## config.mk

```make
export PLATFORM = sky130hd
export DESIGN_NAME = axis_256to512_pack_flat
export DESIGN_NICKNAME = d
export VERILOG_FILES = /design/src/rtl/axis_256to512_pack_pkg.sv /design/src/rtl/axis_256to512_pack_if.sv /design/src/rtl/axis_256to512_pack.sv /design/src/flat_wrapper.sv
export SDC_FILE = /design/constraint.sdc
export NUM_CORES = 2
export LEC_CHECK = 0
export BUFFER_PORTS_ARGS = -buffer_cell sky130_fd_sc_hd__buf_2
export CAP_MARGIN = 30
export CORE_AREA = 2 2 436 438
export CTS_BUF_LIST = sky130_fd_sc_hd__clkbuf_4
export CTS_CLUSTER_DIAMETER = 100
export CTS_CLUSTER_SIZE = 30
export DETAILED_ROUTE_END_ITERATION = 8
export DIE_AREA = 0 0 438 440
export GPL_TIMING_DRIVEN = 0
export PLACE_DENSITY = 0.41
export SYNTH_ARGS = -nofsm -noshare
export SYNTH_HDL_FRONTEND = slang
export SYNTH_SLANG_ARGS = --single-unit
```

## constraint.sdc

```tcl
create_clock -name axis_aclk -period 71.2 [get_ports axis_aclk]
set_input_delay 14.24 -clock axis_aclk [delete_from_list [all_inputs] [get_ports axis_aclk]]
set_output_delay 14.24 -clock axis_aclk [all_outputs]
set_load 0.05 [all_outputs]
```

## src/rtl/axis_256to512_pack_pkg.sv

```systemverilog
// Shared constants and state encoding for the 256-to-512 AXI4-Stream packer.
package axis_256to512_pack_pkg;

  localparam int C_S_AXIS_DATA_WIDTH  = 256;
  localparam int C_M_AXIS_DATA_WIDTH  = 512;
  localparam int C_S_AXIS_TUSER_WIDTH = 128;
  localparam int C_M_AXIS_TUSER_WIDTH = 128;
  localparam int C_S_KEEP             = C_S_AXIS_DATA_WIDTH / 8;
  localparam int C_M_KEEP             = C_M_AXIS_DATA_WIDTH / 8;

  typedef enum logic {
    EMPTY = 1'b0,
    HALF  = 1'b1
  } pack_state_t;

endpackage

```

## src/rtl/axis_256to512_pack_if.sv

```systemverilog
// AXI4-Stream bundle used for both the 256-bit ingress side and the 512-bit packed side.
interface axis_256to512_pack_if
  import axis_256to512_pack_pkg::*;
#(
  parameter int DATA_W = C_S_AXIS_DATA_WIDTH,
  parameter int USER_W = C_S_AXIS_TUSER_WIDTH
);
  logic [DATA_W-1:0]   tdata;
  logic [DATA_W/8-1:0] tkeep;
  logic [USER_W-1:0]   tuser;
  logic                tvalid;
  logic                tready;
  logic                tlast;

  modport master (output tdata, tkeep, tuser, tvalid, tlast, input tready);
  modport slave  (input tdata, tkeep, tuser, tvalid, tlast, output tready);
endinterface

```

## src/rtl/axis_256to512_pack.sv

```systemverilog
// Packs pairs of 256-bit AXI4-Stream beats into 512-bit beats; an odd trailing
// beat of a packet is emitted alone in the low half with the upper keep cleared.
module axis_256to512_pack
  import axis_256to512_pack_pkg::*;
(
  input logic                  axis_aclk,
  input logic                  axis_reset,
  axis_256to512_pack_if.slave  s_axis,
  axis_256to512_pack_if.master m_axis
);

  pack_state_t                       state_r;
  pack_state_t                       state_nxt_s;

  logic [C_S_AXIS_DATA_WIDTH-1:0]    hold_data_r;
  logic [C_S_KEEP-1:0]               hold_keep_r;
  logic [C_S_AXIS_TUSER_WIDTH-1:0]   hold_user_r;

  logic [C_M_AXIS_DATA_WIDTH-1:0]    out_data_r;
  logic [C_M_KEEP-1:0]               out_keep_r;
  logic [C_M_AXIS_TUSER_WIDTH-1:0]   out_user_r;
  logic                              out_valid_r;
  logic                              out_last_r;

  logic [C_M_AXIS_DATA_WIDTH-1:0]    load_data_s;
  logic [C_M_KEEP-1:0]               load_keep_s;
  logic [C_M_AXIS_TUSER_WIDTH-1:0]   load_user_s;
  logic                              load_last_s;
  logic                              load_s;
  logic                              capture_s;
  logic                              ready_s;
  logic                              accept_s;

  // Ready only looks at the output register, so the input side never waits on tvalid.
  assign ready_s        = !out_valid_r || m_axis.tready;
  assign accept_s       = s_axis.tvalid && ready_s;
  assign s_axis.tready  = ready_s;

  assign m_axis.tdata   = out_data_r;
  assign m_axis.tkeep   = out_keep_r;
  assign m_axis.tuser   = out_user_r;
  assign m_axis.tvalid  = out_valid_r;
  assign m_axis.tlast   = out_last_r;

  // Next-state and output-load decode.
  always_comb begin
    state_nxt_s = state_r;
    load_s      = 1'b0;
    capture_s   = 1'b0;
    load_data_s = {{C_S_AXIS_DATA_WIDTH{1'b0}}, s_axis.tdata};
    load_keep_s = {{C_S_KEEP{1'b0}}, s_axis.tkeep};
    load_user_s = s_axis.tuser;
    load_last_s = s_axis.tlast;
    case (state_r)
      EMPTY: begin
        if (accept_s && s_axis.tlast) begin
          load_s = 1'b1;
        end else if (accept_s) begin
          capture_s   = 1'b1;
          state_nxt_s = HALF;
        end else begin
          state_nxt_s = EMPTY;
        end
      end
      HALF: begin
        load_data_s = {s_axis.tdata, hold_data_r};
        load_keep_s = {s_axis.tkeep, hold_keep_r};
        load_user_s = hold_user_r;
        if (accept_s) begin
          load_s      = 1'b1;
          state_nxt_s = EMPTY;
        end else begin
          state_nxt_s = HALF;
        end
      end
      default: begin
        state_nxt_s = EMPTY;
      end
    endcase
  end

  // State register.
  always_ff @(posedge axis_aclk or posedge axis_reset) begin
    if (axis_reset) begin
      state_r <= EMPTY;
    end else begin
      state_r <= state_nxt_s;
    end
  end

  // Hold register for the earlier beat of a pair.
  always_ff @(posedge axis_aclk or posedge axis_reset) begin
    if (axis_reset) begin
      hold_data_r <= {C_S_AXIS_DATA_WIDTH{1'b0}};
      hold_keep_r <= {C_S_KEEP{1'b0}};
      hold_user_r <= {C_S_AXIS_TUSER_WIDTH{1'b0}};
    end else if (capture_s) begin
      hold_data_r <= s_axis.tdata;
      hold_keep_r <= s_axis.tkeep;
      hold_user_r <= s_axis.tuser;
    end
  end

  // Output register; a load in the same cycle as a transfer keeps tvalid high.
  always_ff @(posedge axis_aclk or posedge axis_reset) begin
    if (axis_reset) begin
      out_data_r  <= {C_M_AXIS_DATA_WIDTH{1'b0}};
      out_keep_r  <= {C_M_KEEP{1'b0}};
      out_user_r  <= {C_M_AXIS_TUSER_WIDTH{1'b0}};
      out_last_r  <= 1'b0;
      out_valid_r <= 1'b0;
    end else if (load_s) begin
      out_data_r  <= load_data_s;
      out_keep_r  <= load_keep_s;
      out_user_r  <= load_user_s;
      out_last_r  <= load_last_s;
      out_valid_r <= 1'b1;
    end else if (m_axis.tready) begin
      out_valid_r <= 1'b0;
    end
  end

endmodule

```

## src/flat_wrapper.sv

```systemverilog
// flat-port wrapper written by rule: the top's interface ports become plain ports
module axis_256to512_pack_flat import axis_256to512_pack_pkg::*;
  (axis_aclk, axis_reset, s_axis_tdata, s_axis_tkeep, s_axis_tuser, s_axis_tvalid, s_axis_tlast, s_axis_tready, m_axis_tdata, m_axis_tkeep, m_axis_tuser, m_axis_tvalid, m_axis_tlast, m_axis_tready);
  axis_256to512_pack_if #(.DATA_W(C_S_AXIS_DATA_WIDTH), .USER_W(C_S_AXIS_TUSER_WIDTH)) s_axis_i ();
  axis_256to512_pack_if #(.DATA_W(C_M_AXIS_DATA_WIDTH), .USER_W(C_M_AXIS_TUSER_WIDTH)) m_axis_i ();
  input logic axis_aclk;
  input logic axis_reset;
  input wire logic [$bits(s_axis_i.tdata)-1:0] s_axis_tdata;
  input wire logic [$bits(s_axis_i.tkeep)-1:0] s_axis_tkeep;
  input wire logic [$bits(s_axis_i.tuser)-1:0] s_axis_tuser;
  input wire logic [$bits(s_axis_i.tvalid)-1:0] s_axis_tvalid;
  input wire logic [$bits(s_axis_i.tlast)-1:0] s_axis_tlast;
  output wire logic [$bits(s_axis_i.tready)-1:0] s_axis_tready;
  output wire logic [$bits(m_axis_i.tdata)-1:0] m_axis_tdata;
  output wire logic [$bits(m_axis_i.tkeep)-1:0] m_axis_tkeep;
  output wire logic [$bits(m_axis_i.tuser)-1:0] m_axis_tuser;
  output wire logic [$bits(m_axis_i.tvalid)-1:0] m_axis_tvalid;
  output wire logic [$bits(m_axis_i.tlast)-1:0] m_axis_tlast;
  input wire logic [$bits(m_axis_i.tready)-1:0] m_axis_tready;
  assign s_axis_i.tdata = s_axis_tdata;
  assign s_axis_i.tkeep = s_axis_tkeep;
  assign s_axis_i.tuser = s_axis_tuser;
  assign s_axis_i.tvalid = s_axis_tvalid;
  assign s_axis_i.tlast = s_axis_tlast;
  assign s_axis_tready = s_axis_i.tready;
  assign m_axis_tdata = m_axis_i.tdata;
  assign m_axis_tkeep = m_axis_i.tkeep;
  assign m_axis_tuser = m_axis_i.tuser;
  assign m_axis_tvalid = m_axis_i.tvalid;
  assign m_axis_tlast = m_axis_i.tlast;
  assign m_axis_i.tready = m_axis_tready;
  axis_256to512_pack u_core (.axis_aclk(axis_aclk), .axis_reset(axis_reset), .s_axis(s_axis_i), .m_axis(m_axis_i));
endmodule
```

# Word-level counts from Yosys, hierarchy flattened
# Cells that the tools add are included.
# word_totals
elab_cells	27
out_inout_bits	707
inputBits	421
reg_bits	1123
# classes
mux	12
bitwise_logic	1
reduce_logical	5
# ops
cell	n
two-way mux 512 bit	1
two-way mux 128 bit	1
two-way mux 64 bit	1
two-way mux 1 bit	7
one-hot mux 1 bit (2 select lines)	2
logical AND 1 bit	2
nonzero test 2 bit	1
zero test 1 bit	1
logical OR 1 bit	1
inverter 1 bit	1

# Logic depth before layout (Yosys ltp)
# depth
ltp_word	7
depth_mapped	8
ltp_nobuf	3

# Worst setup path before layout
# No wires, ideal clock.
# synth_path
kind	in2out
from	input m_axis_tready
to	output s_axis_tready
path_stages	2
setup_slack_ns	42.340
arrival_time_ns	14.620
required_time_ns	56.960
path_buffers	1
path_cell_list	nand2b_1 -> buf_2
# synth_between
elab_chain_len	1
# synth_lines
element	line_no	rtl
from (decl)	flat_wrapper.sv:19	input wire logic [$bits(m_axis_i.tready)-1:0] m_axis_tready;
logical OR 1 bit	axis_256to512_pack.sv:35	assign ready_s = !out_valid_r || m_axis.tready;
to (decl)	flat_wrapper.sv:13	output wire logic [$bits(s_axis_i.tready)-1:0] s_axis_tready;
# Every way passes these cells.

# Worst setup path in the final report
# Ends and elaborated chain as after synthesis.

==> impl_metrics.json <==
{
  "leakage_uw": 0.0262,
  "portBuffers": 1127,
  "syn_area_mm2": 0.0463,
  "combPwrFrac": 0.495,
  "grtUsageMet3": 0.0518,
  "max_freq_mhz": 34.3,
  "ys_ff_latch": 1123,
  "outcome": "finished, final reports clean",
  "num_io_pins": 1128,
  "yosysSeqAreaShare": 0.607,
  "cts_buffers": 54,
  "path_max_fanout": 8,
  "grt_max_degree": 116,
  "met1_usage": 0.223,
  "finalSetupViolCount": 0,
  "worst_pin_slew_ns": 0.890,
  "worstPathCellList": "buf_2, nand2b_1, buf_2, buf_2",
  "grt_pass1_wl_um": 248000,
  "finClkSkew_ns": 0.159,
  "drv_slew": 0,
  "internal_power_uw": 1340,
  "grt_overflow": 0,
  "crit_path_end_kind": "output port",
  "drt_iter0_drc": 1536,
  "gp_congestion": 0.883,
  "dr.pass1.iters": 5,
  "htree_levels": 2,
  "clock_sinks": 1123,
  "synthCells": 2877,
  "clock_path_buffers": 3,
  "vdd_drop_max_v": 0.0000231,
  "dp_hpwl_um": 141000,
  "cellPowerDensity_mw_per_mm2": 45.6,
  "grt_busiest_layer": "met2",
  "drv_cap": 0,
  "hold_viol": 0,
  "drc": 0,
  "crit_family": "buffers and inverters",
  "syn_nets": 3298,
  "drive_above_1_share": 0.638,
  "avgSynthCellArea_um2": 16.1,
  "crit_type": "in -> out",
  "hold_buffers": 0,
  "start_kind": "primary input",
  "slowest_stage": "buf_2",
  "die_width_um": 438,
  "path_buf_inv": 3,
  "critical-path-max-stage-delay_ns": 0.36,
  "clkLatencyLatePin_ns": 1.30,
  "via_per_inst": 4.43,
  "hold_ws_ns": 0.530,
  "vias": 29500,
  "cpMostUsedCell": "buf_2",
  "grt_antenna_before_repair": 89,
  "grt_pass1_vias": 30200,
  "wirelength_um": 180000,
  "syn2layout_area_growth_pct": 22.0,
  "clk_pin_slew_worst_paths_ns": 0.18,
  "fin_crit_sh": 0.410,
  "avgRoutedWirePerCell_um": 27.0,
  "hp-class": "reg -> reg",
  "synth_cell_type_count": 19,
  "crit_arrival_ns": 14.94,
  "finalNetCount": 4494,
  "gr-usage-met2": 0.307,
  "rsz0062_at_grt": "no",
  "post_cts_buffers": 0,
  "cts_resized": 0,
  "power_frac_clock": 0.118,
  "grt_use_total": 0.181,
  "cts_tree": "built",
  "drt.antenna.violating_nets": 0,
  "utilization": 0.299,
  "pwr-share-seq": 0.387,
  "die_h_um": 440,
  "period_needed_ns": 29.18,
  "cts_root_buffer": "clkbuf_4",
  "fp-row-count": 160,
  "core-area_mm2": 0.189,
  "p_sw_frac": 0.480,
  "relSlewSlack": 0.406,
  "yosysWarnings": 0,
  "critPathRequiredTime_ns": 56.96,
  "die-area_mm2": 0.193,
  "finalSetupTns_ns": 0,
  "netSwitchingPower_uw": 1240,
  "start_util": 0.245
}
## sequential cells by signal (all words and copies together), names as in the netlist
register and flops:
u_core.m_axis.tdata 512, u_core.hold_keep_r 32, u_core.m_axis.tlast 1, u_core.m_axis.tvalid 1
u_core.m_axis.tuser 128, u_core.hold_data_r 256, u_core.state_r 1, u_core.hold_user_r 128
u_core.m_axis.tkeep 64
## per-layer routing
| layer | share of wire | wire length [um] | vias to the layer above |
|---|---|---|---|
| met5 | 0.0026 | 467 | - |
| li1 | - | - | 13000 |
| met2 | 0.49 | 88400 | 773 |
| met1 | 0.41 | 73600 | 15400 |
| met4 | 0.031 | 5560 | 72 |
| met3 | 0.066 | 11900 | 291 |
## power by group through the flow
stage / Clock, uW / Combinational, uW / Sequential [uW]
6_report: 304 / 1280 / 998
2_1_floorplan: 0 / 375 / 1540
5_1_grt: 345 / 1330 / 1030
3_5_place_dp: 0 / 1300 / 1010
4_1_cts: 324 / 1300 / 998
3_3_place_gp: 0 / 1290 / 1020
## placed cells by master, fill, tap and decap left out, types with 3 or more instances in the layout
cell type | synthesis | final
clkinv_4 | 0 | 5
clkbuf_4 | 0 | 56
diode_2 | 0 | 35
buf_2 | 123 | 1250
dfrtp_1 | 1123 | 1123
buf_6 | 16 | 16
inv_8 | 0 | 3
inv_12 | 0 | 6
clkinv_16 | 0 | 4
inv_6 | 0 | 3
mux2_2 | 1119 | 1119
a22o_1 | 288 | 288
bufinv_16 | 0 | 5
buf_1 | 23 | 23
clkinv_2 | 0 | 4
mux2_4 | 129 | 129
buf_16 | 0 | 11
clkbuf_1 | 43 | 43
## cells in the mapped netlist
cell type / count / area [um2]
a21oi_1: 1 / 5.00
a22o_1: 288 / 2520
and3_1: 1 / 6.26
and3b_1: 1 / 8.76
buf_1: 23 / 86.3
buf_2: 123 / 616
buf_6: 16 / 180
clkbuf_1: 43 / 161
dfrtp_1: 1123 / 28100
inv_1: 2 / 7.51
mux2_2: 1119 / 12600
mux2_4: 129 / 1940
nand2_1: 1 / 3.75
nand2b_1: 1 / 6.26
nand3_1: 2 / 10.0
nand3b_1: 1 / 7.51
nor2_1: 1 / 3.75
nor2_2: 1 / 6.26
o21ai_0: 1 / 5.00
## stage by stage
step	total power [uW]	instances	area [um2]	setup WS (ns)
2_1_floorplan	1920	2877	46300	25.34
3_3_place_gp	2310	6515	55100	8.12
3_5_place_dp	2310	6528	55400	41.99
4_1_cts	2620	6622	56400	41.99
5_1_grt	2700	6631	56400	41.97
6_report	2580	6657	56500	42.02
## final cells by class
type,count,area [um2]
antenna,35,87.6
multi-input combinational,1547,17100
buffer,205,1040
tap,2511,3140
inverter,2,15.0
clock inverter,38,567
fill,19400,132000
clock buffer,56,420
timing repair buffer,1140,5970
sequential,1123,28100
## worst paths after layout
| path | slack [ns] | endpoint | start | depth (start not counted) |
|---|---|---|---|---|
| min | 0.53 | u_core.m_axis.tdata[459]$_DFFE_PP0P_ | u_core.m_axis.tdata[459]$_DFFE_PP0P_ | 1 |
| max | 42.02 | s_axis_tready | m_axis_tready | 4 |
| max reg2reg | 68.41 | u_core.hold_data_r[87]$_DFFE_PP0P_ | u_core.m_axis.tvalid$_DFFE_PP0P_ | 7 |
| max in group asynchronous | 55.61 | u_core.m_axis.tuser[9]$_DFFE_PP0P_ | axis_reset | 6 |
| min in group asynchronous | 13.00 | u_core.m_axis.tdata[423]$_DFFE_PP0P_ | axis_reset | 2 |
| min reg2reg | 0.53 | u_core.m_axis.tdata[459]$_DFFE_PP0P_ | u_core.m_axis.tdata[459]$_DFFE_PP0P_ | 1 |
## worst register-to-register path: stages, from the launching register on
cell and delay, ns:
dfrtp_1 0.47, nand2b_1 0.06, buf_2 0.16, nand3_1 0.25, buf_2 0.46, buf_2 0.51
buf_2 0.42, mux2_2 0.38
## kinds of logic after synthesis
| logic type | Yosys count | synth area share |
|---|---|---|
| compound gates | 290 | 0.0547 |
| buf+inv | 207 | 0.0227 |
| flops | 1123 | 0.607 |
| mux | 1248 | 0.314 |
| simple gates | 9 | 0.00114 |
Power figures use the tool's default switching activity.
